$ cat src/rtl/l1_ts_gen.sv
// ---------------------------------------------------------------------------
// l1_ts_gen
// Time-surface / trace generator for the first spiking layer.
//
// Four input event channels are rising-edge detected. Each detected edge
// emits a one-cycle pulse on o_event and loads that channel's time surface
// with all-ones. Four L1 neuron spike inputs are edge detected the same way
// and load per-neuron traces with all-ones. A prescaler produces a decay
// tick every p_decay_div clocks. On each tick every surface and trace
// decays toward zero and saturates there. i_freeze halts the prescaler and
// the decay, but loads still happen while it is set.
//
// Optional feature macro: TS_EXP_DECAY_EN
//   undefined : linear decay, step = 1
//   defined   : exponential-style decay, step = max(v >> p_exp_shift, 1)
//
// Parameters
//   p_width     : width of every surface / trace value
//   p_decay_div : clocks per decay tick (2..256)
//   p_exp_shift : decay shift (exponential mode only)
//
// Ports
//   i_clk         : clock, rising edge
//   i_rst_n       : asynchronous active-low reset
//   i_event       : [3:0] input event channel levels
//   i_l1_spikeout : [3:0] L1 neuron spike levels
//   i_freeze      : halts prescaler and decay while high
//   o_event       : [3:0] one-cycle pulse per detected event rising edge
//   o_ts          : 4 neuron slices x 4 channels x p_width, all slices equal
//   o_tr          : 4 traces x p_width
//   o_tick        : one-cycle decay tick pulse
// ---------------------------------------------------------------------------
module l1_ts_gen #(
    parameter int p_width     = 9,
    parameter int p_decay_div = 16,
    parameter int p_exp_shift = 4
) (
    input  logic                       i_clk,
    input  logic                       i_rst_n,
    input  logic [3:0]                 i_event,
    input  logic [3:0]                 i_l1_spikeout,
    input  logic                       i_freeze,
    output logic [3:0]                 o_event,
    output logic [4*(4*p_width)-1:0]   o_ts,
    output logic [4*p_width-1:0]       o_tr,
    output logic                       o_tick
);

    localparam int                c_pw   = (p_decay_div > 2) ? $clog2(p_decay_div) : 1;
    localparam logic [c_pw-1:0]   c_last = c_pw'(p_decay_div - 1);
    localparam logic [p_width-1:0] c_ones = {p_width{1'b1}};

    // Reject configurations the prescaler or the shift cannot represent.
    if ((p_decay_div < 2) || (p_decay_div > 256) || (p_exp_shift < 0) ||
        (p_exp_shift >= p_width)) begin : g_bad_params
        $error("l1_ts_gen: illegal parameter combination");
    end

    logic [3:0]         event_q, event_d;
    logic [3:0]         spike_q, spike_d;
    logic [3:0]         event_pls_q, event_pls_d;
    logic [p_width-1:0] ts_q [4];
    logic [p_width-1:0] ts_d [4];
    logic [p_width-1:0] tr_q [4];
    logic [p_width-1:0] tr_d [4];
    logic [c_pw-1:0]    presc_q, presc_d;
    logic               tick_q, tick_d;

    logic [3:0]         ev_rise;
    logic [3:0]         sp_rise;
    logic               decay;

    // One decay step toward zero; zero stays zero and never wraps.
    function automatic logic [p_width-1:0] f_decay(input logic [p_width-1:0] v);
        logic [p_width-1:0] step;
`ifdef TS_EXP_DECAY_EN
        step = v >> p_exp_shift;
        if (step == '0) begin
            step = p_width'(1);
        end
`else
        step = p_width'(1);
`endif
        if (v == '0) begin
            return '0;
        end
        return v - step;
    endfunction

    // Next-state logic for edge detectors, prescaler, surfaces and traces.
    always_comb begin
        event_d     = i_event;
        spike_d     = i_l1_spikeout;
        ev_rise     = i_event & ~event_q;
        sp_rise     = i_l1_spikeout & ~spike_q;
        event_pls_d = ev_rise;
        decay       = tick_q & ~i_freeze;

        // The prescaler only leaves its last value on a cycle that actually
        // carried a tick, so a freeze that lands on the last count delays
        // that tick instead of swallowing it.
        presc_d = presc_q;
        if (!i_freeze) begin
            if (presc_q == c_last) begin
                if (tick_q) begin
                    presc_d = '0;
                end
            end else begin
                presc_d = presc_q + c_pw'(1);
            end
        end
        tick_d = ~i_freeze & (presc_d == c_last);

        // A load beats a coincident decay.
        for (int k = 0; k < 4; k++) begin
            ts_d[k] = ts_q[k];
            tr_d[k] = tr_q[k];
            if (ev_rise[k]) begin
                ts_d[k] = c_ones;
            end else if (decay) begin
                ts_d[k] = f_decay(ts_q[k]);
            end
            if (sp_rise[k]) begin
                tr_d[k] = c_ones;
            end else if (decay) begin
                tr_d[k] = f_decay(tr_q[k]);
            end
        end
    end

    // State registers; reset clears everything immediately.
    always_ff @(posedge i_clk or negedge i_rst_n) begin
        if (!i_rst_n) begin
            event_q     <= '0;
            spike_q     <= '0;
            event_pls_q <= '0;
            presc_q     <= '0;
            tick_q      <= 1'b0;
            for (int k = 0; k < 4; k++) begin
                ts_q[k] <= '0;
                tr_q[k] <= '0;
            end
        end else begin
            event_q     <= event_d;
            spike_q     <= spike_d;
            event_pls_q <= event_pls_d;
            presc_q     <= presc_d;
            tick_q      <= tick_d;
            for (int k = 0; k < 4; k++) begin
                ts_q[k] <= ts_d[k];
                tr_q[k] <= tr_d[k];
            end
        end
    end

    // Output packing: every neuron slice carries the same four channel
    // surfaces; all outputs come straight from flops.
    for (genvar n = 0; n < 4; n++) begin : g_pack_n
        for (genvar c = 0; c < 4; c++) begin : g_pack_c
            assign o_ts[p_width*(4*n+c) +: p_width] = ts_q[c];
        end
        assign o_tr[p_width*n +: p_width] = tr_q[n];
    end

    assign o_event = event_pls_q;
    assign o_tick  = tick_q;

endmodule
$ cat config.mk
export PLATFORM = sky130hd
export DESIGN_NAME = l1_ts_gen
export DESIGN_NICKNAME = d
export VERILOG_FILES = /design/src/rtl/l1_ts_gen.sv
export SDC_FILE = /design/constraint.sdc
export NUM_CORES = 1
export LEC_CHECK = 0
export CAP_MARGIN = 10
export CORE_UTILIZATION = 44
export DETAILED_ROUTE_END_ITERATION = 6
export PLACE_DENSITY = 0.85
export REMOVE_ABC_BUFFERS = 1
export SYNTH_ARGS = -nofsm -noshare
export SYNTH_HDL_FRONTEND = slang
export SYNTH_SLANG_ARGS = --single-unit
$ cat constraint.sdc
create_clock -name i_clk -period 2.5 [get_ports i_clk]
set_input_delay 0.5 -clock i_clk [delete_from_list [all_inputs] [get_ports i_clk]]
set_output_delay 0.5 -clock i_clk [all_outputs]
set_load 0.02 [all_outputs]
# == Word level (Yosys, flattened, before mapping) ==
# Index checks and enable logic that the tools add are counted.
# totals
ff_bits,89
latch_bits,0
ram_bits,0
mem_bits_ro,0
input_bits,11
elab_cells,106
memories,0
# op_classes
add_sub_neg,9
mul,0
div_mod_pow,0
magnitude_cmp,0
eq_ne,2
n_shift,0
n_mux,59
bitwise,7
reduce_logical,16
# ops
op,count
9-bit two-way mux,32
9-bit logical NOT,8
9-bit by 1-bit subtractor with 9-bit output (second input constant),8
1-bit two-way mux,24
2-bit nonzero test,8
4-bit two-way mux,3
4-bit AND,2
4-bit == test (second input constant),2
4-bit NOT,2
4-bit by 1-bit adder with 4-bit output (second input constant),1
1-bit AND,2
1-bit NOT,1

# == Logic depth before layout (Yosys ltp) ==
# logic_depth
ltp_word,7
depth_mapped,7
ltp_nobuf,6

# == Worst setup path after synthesis ==
# OpenSTA, ideal clock, no wires.
# synth_timing
path_kind,register -> register
start,reg ts_q (netlist bit o_ts[12])
end,reg ts_q (netlist bit o_ts[16])
setup_ps,87
t_arrival_ps,1956
required_time_ps,2413
slack_ps,457
path_stages_with_launch,5
path_buffers,0
period_less_slack_ps,2043
path_cell_list,dfrtp_1 -> or3_4 -> or4_4 -> or4_1 -> o211ai_1
# synth_via
elab_chain_cells,7
word_cells_on_any_way,8
cone_classes,add/sub: 1; mux: 6; reduce/logical: 1
# synth_lines
item,line_no,rtl
start: declaration,62,logic [p_width-1:0] ts_q [4];
start signal: indexed assignment,150,ts_q[k] <= ts_d[k];
"parallel branches: the longest is 4 deep, another holds 9-bit by 1-bit subtractor with 9-bit output",n/a,
9-bit two-way mux (*),87,return v - step;
9-bit two-way mux (*),120,end else if (decay) begin
9-bit two-way mux (*),118,if (ev_rise[k]) begin
# Every way passes the cells marked *. The select of a mux whose other input is x is not followed.
# A chain may end at the register's enable or synchronous reset.

# == Final worst setup path ==
# layout_timing
start,in i_freeze
end,reg ts_q (netlist bit o_ts[16])
# layout_via
elab_chain_cells,3
# layout_lines
item,line_no,rtl
start: declaration,42,"input logic i_freeze,"
1-bit NOT,97,decay = tick_q & ~i_freeze;
1-bit AND,97,
2-bit nonzero test (no line),n/a,
# Every way passes these cells.

==> summary.md <==
| Metric | Value |
|---|---|
| Status | `complete, no violations` |
| Sequential-to-total area share from yosys stat | `44.4%` |
| H-tree Lvls | `3` |
| Largest family of logic cells by synthesized area | `buffers and inverters` |
| Core Region | `11000 um^2` |
| Crit path max-delay family | `simple AND/OR/NAND/NOR gates` |
| Fin crit share | `89.9%` |
| Crit path max fanout | `20` |
| Crit path time final | `2250 ps` |
| Starting density of the core | `45.7%` |
| Crit-path cells | `clkdlybuf4s50_1 > nand2b_2 > buf_12 > or4_4 > or4_1 > o211ai_1` |
| Maximum clock rate | `0.445 GHz` |
| CP Launch Type | `primary input` |
| First-pass GRT wire length | `19300 um` |
| Sequential standard cell area | `2230 um^2` |
| Synth Area in Simple Gates | `19.3%` |
| CTS clk-pin slew, worst paths | `70 ps` |
| I/O pin total | `196` |
| Hold WS | `114 ps` |
| Crit. path cell count | `6` |
| Clock sinks | `89` |
| Post-route antenna net violation count | `0` |
| Slowest CP cell | `or4_4` |
| Synth-to-Final Area Change | `34.9%` |
| Worst Path Class, Setup | `primary input to flip-flop` |
| GRT Residual Overflow | `0` |
| Syn avg cell area | `9.48 um^2` |
| Hold-fix buffers, CTS | `0` |
| Clock skew | `9.22 ps` |
| Largest net degree at the start of global routing | `55` |
| GP Congestion | `0.830` |
| Mapped Area | `5020 um^2` |
| Clk_lat worst skew | `340 ps` |
| Synth warnings | `0` |
| Xor/xnor share of the synthesized area | `0.175%` |
| Root buffer cell | `clkbuf_16` |
| Netlist cell types | `43` |
| Remaining DRCs | `0` |
| Seq cells post-synth | `89` |
| Via density | `5.60` |
| Die Span X | `109 um` |
| WL/cell | `15.8 um` |
| Hold Fails Final Rpt | `0` |
| WL final | `12200 um` |
| Final worst setup slack | `253 ps` |
| Lkg Pwr | `2.64 nW` |
| Die area | `11800 um^2` |
| Worst Reg-to-Reg Cells | `4` |
| Critical Path AT | `2490 ps` |
| Pre-CTS setup slack | `-109 ps` |
| Drt pass-1 iters | `4` |
| Setup violations, final | `0` |
| N_diodes | `0` |
| Final count of pins violating max slew | `0` |
| Initial antenna violation count | `0` |
| Routed vias | `4332` |
| Synth Instances | `529` |
| Max Buffers Root-to-Sink | `2` |
| RSZ-0062 raised after global routing | `false` |
| Multiplexer area fraction after synthesis | `0.224%` |
| Num rows | `38` |
| Area share of fa/ha/maj cells after synthesis | `2.24%` |
| DR iter-0 viols | `242` |
| CP Buf/Inv Count | `2` |
| Critical Path Max Stage Delay | `490 ps` |
| Pwr dens | `636 nW/um^2` |
| Layout net count | `649` |
| Clock tree from TritonCTS | `done` |
| Peak supply drop | `0.000365 V` |
| Synth Area in Compound Gates | `14.2%` |
| Multi-input logic area | `1820 um^2` |
| Worst-Margin Slew | `705 ps` |
| Final HPWL DP | `8800 um` |
| Cells resized by post-CTS repair | `0` |
| Die Height | `109 um` |
| CP endpoint kind | `flip-flop` |
| Port Buffer Count | `195` |
| Post-CTS Setup Inserts | `0` |
| Worst Path Required | `2750 ps` |
| Total track usage | `20.5%` |
| Max Cap Viol | `0` |
| PnR Total Power | `4.31 mW` |
| Max_slew headroom | `52.6%` |
| Vias in the first global route | `4128` |
| Share of post-route cells with drive strength above 1 | `6.95%` |
| Fill count | `868` |
| CTS Buf Count | `9` |
| Core Util, Final | `61.6%` |
| Min-Delay Path Class | `primary input to async pin` |
## per-layer routing
metal / GRT usage, % / vias to the layer above / share of wire [%]
met4: 6.56 / 0 / 1.3
li1: - / 1991 / -
met5: 0 / - / 0
met1: 24.6 / 2171 / 40
met2: 36.9 / 156 / 54
met3: 3.65 / 14 / 4.6
## registers in the layout (all words and copies together), names as in the netlist
| name | cells |
|---|---|
| o_tick | 1 |
| o_tr | 36 |
| presc_q | 4 |
| spike_q | 4 |
| event_q | 4 |
| o_event | 4 |
| o_ts | 36 |
## worst paths after layout
path / start / to / slack, ps
setup / recovery: i_freeze / o_ts[16] / 250
hold reg to reg: event_q[3] / o_ts[35] / 520
max in group asynchronous: i_rst_n / o_ts[19] / 1720
hold / removal: i_rst_n / o_tr[17] / 110
min in group i_clk: event_q[3] / o_ts[35] / 520
setup reg to reg: o_ts[12] / o_ts[16] / 410
## Yosys cell counts, drive strengths merged
cell	instances	area share, %
mux2	1	0.22
or2	3	0.37
and2b	1	0.17
dfrtp	89	44
nor4	6	0.87
nand2b	12	1.5
clkinv	2	0.15
buf	112	17
o31a	1	0.17
a31oi	2	0.25
clkbuf	11	0.82
o21ai	18	1.8
a21boi	1	0.15
o211ai	7	1.0
ha	9	2.2
o41ai	3	0.52
nand4	1	0.12
nand2	37	2.8
inv	26	1.9
and4b	4	0.80
or3	29	3.7
nor2	9	0.67
nand4b	1	0.17
o31ai	38	5.7
a21oi	34	3.4
nor3	6	0.60
a221o	1	0.20
nor2b	2	0.25
a211o	1	0.17
xnor2	1	0.17
nand3	28	2.8
a21o	1	0.15
or4	22	3.5
nand3b	4	0.60
nor3b	1	0.15
or4b	1	0.20
o311ai	4	0.70
## final cells by class
type                    instances  area share, %
repair buffers                212           31.2
multi-input cells             289           26.8
clock inverters                 4           1.13
well taps                     140           2.59
clock buffers                  11           3.73
flip-flops and latches         89           32.9
inverters                      28           1.55
## power breakdown
part | leakage, nW | internal, mW | switching, mW
clock | 0.158 | 0.926 | 0.546
combinational | 1.64 | 0.507 | 0.588
sequential | 0.841 | 1.56 | 0.180
## cell families after synthesis
| family | count (synthesis) |
|---|---|
| AO/OA/AOI/OAI | 111 |
| XOR/XNOR | 1 |
| adder cells (fa/ha/maj) | 9 |
| buffers and inverters | 151 |
| flip-flops | 89 |
| multiplexers | 1 |
| AND/OR/NAND/NOR | 167 |
## stage by stage
step / TNS [ps] / instance area [um^2] / cells
after floorplan: -205 / 4150 / 406
after global placement: -12.5 / 6440 / 758
after detailed placement: -157 / 6440 / 758
after CTS: 0 / 6770 / 773
after global routing: 0 / 6770 / 773
final: 0 / 6770 / 773
## cells in the final DEF, fill, tap and decap left out, types with 2 or more instances in the layout
cell type        count
nor2b_1              2
nand3b_1             4
clkbuf_8             2
and4b_1              4
o311ai_0             3
buf_12               3
dfrtp_1             89
o211ai_1             7
clkdlybuf4s50_1    194
or4_1               19
nor4_1               5
or4_4                3
or3_1               28
a31oi_1              2
ha_1                 9
o31ai_1             38
inv_1               26
nand3_1             28
o21ai_0             18
or2_2                3
nand2b_1            11
nor3_1               6
buf_4               15
bufinv_16            2
clkinv_1             2
clkbuf_16            9
nand2_1             37
nor2_1               9
a21oi_1             34
o41ai_1              3
Power figures use the tool's default switching activity.
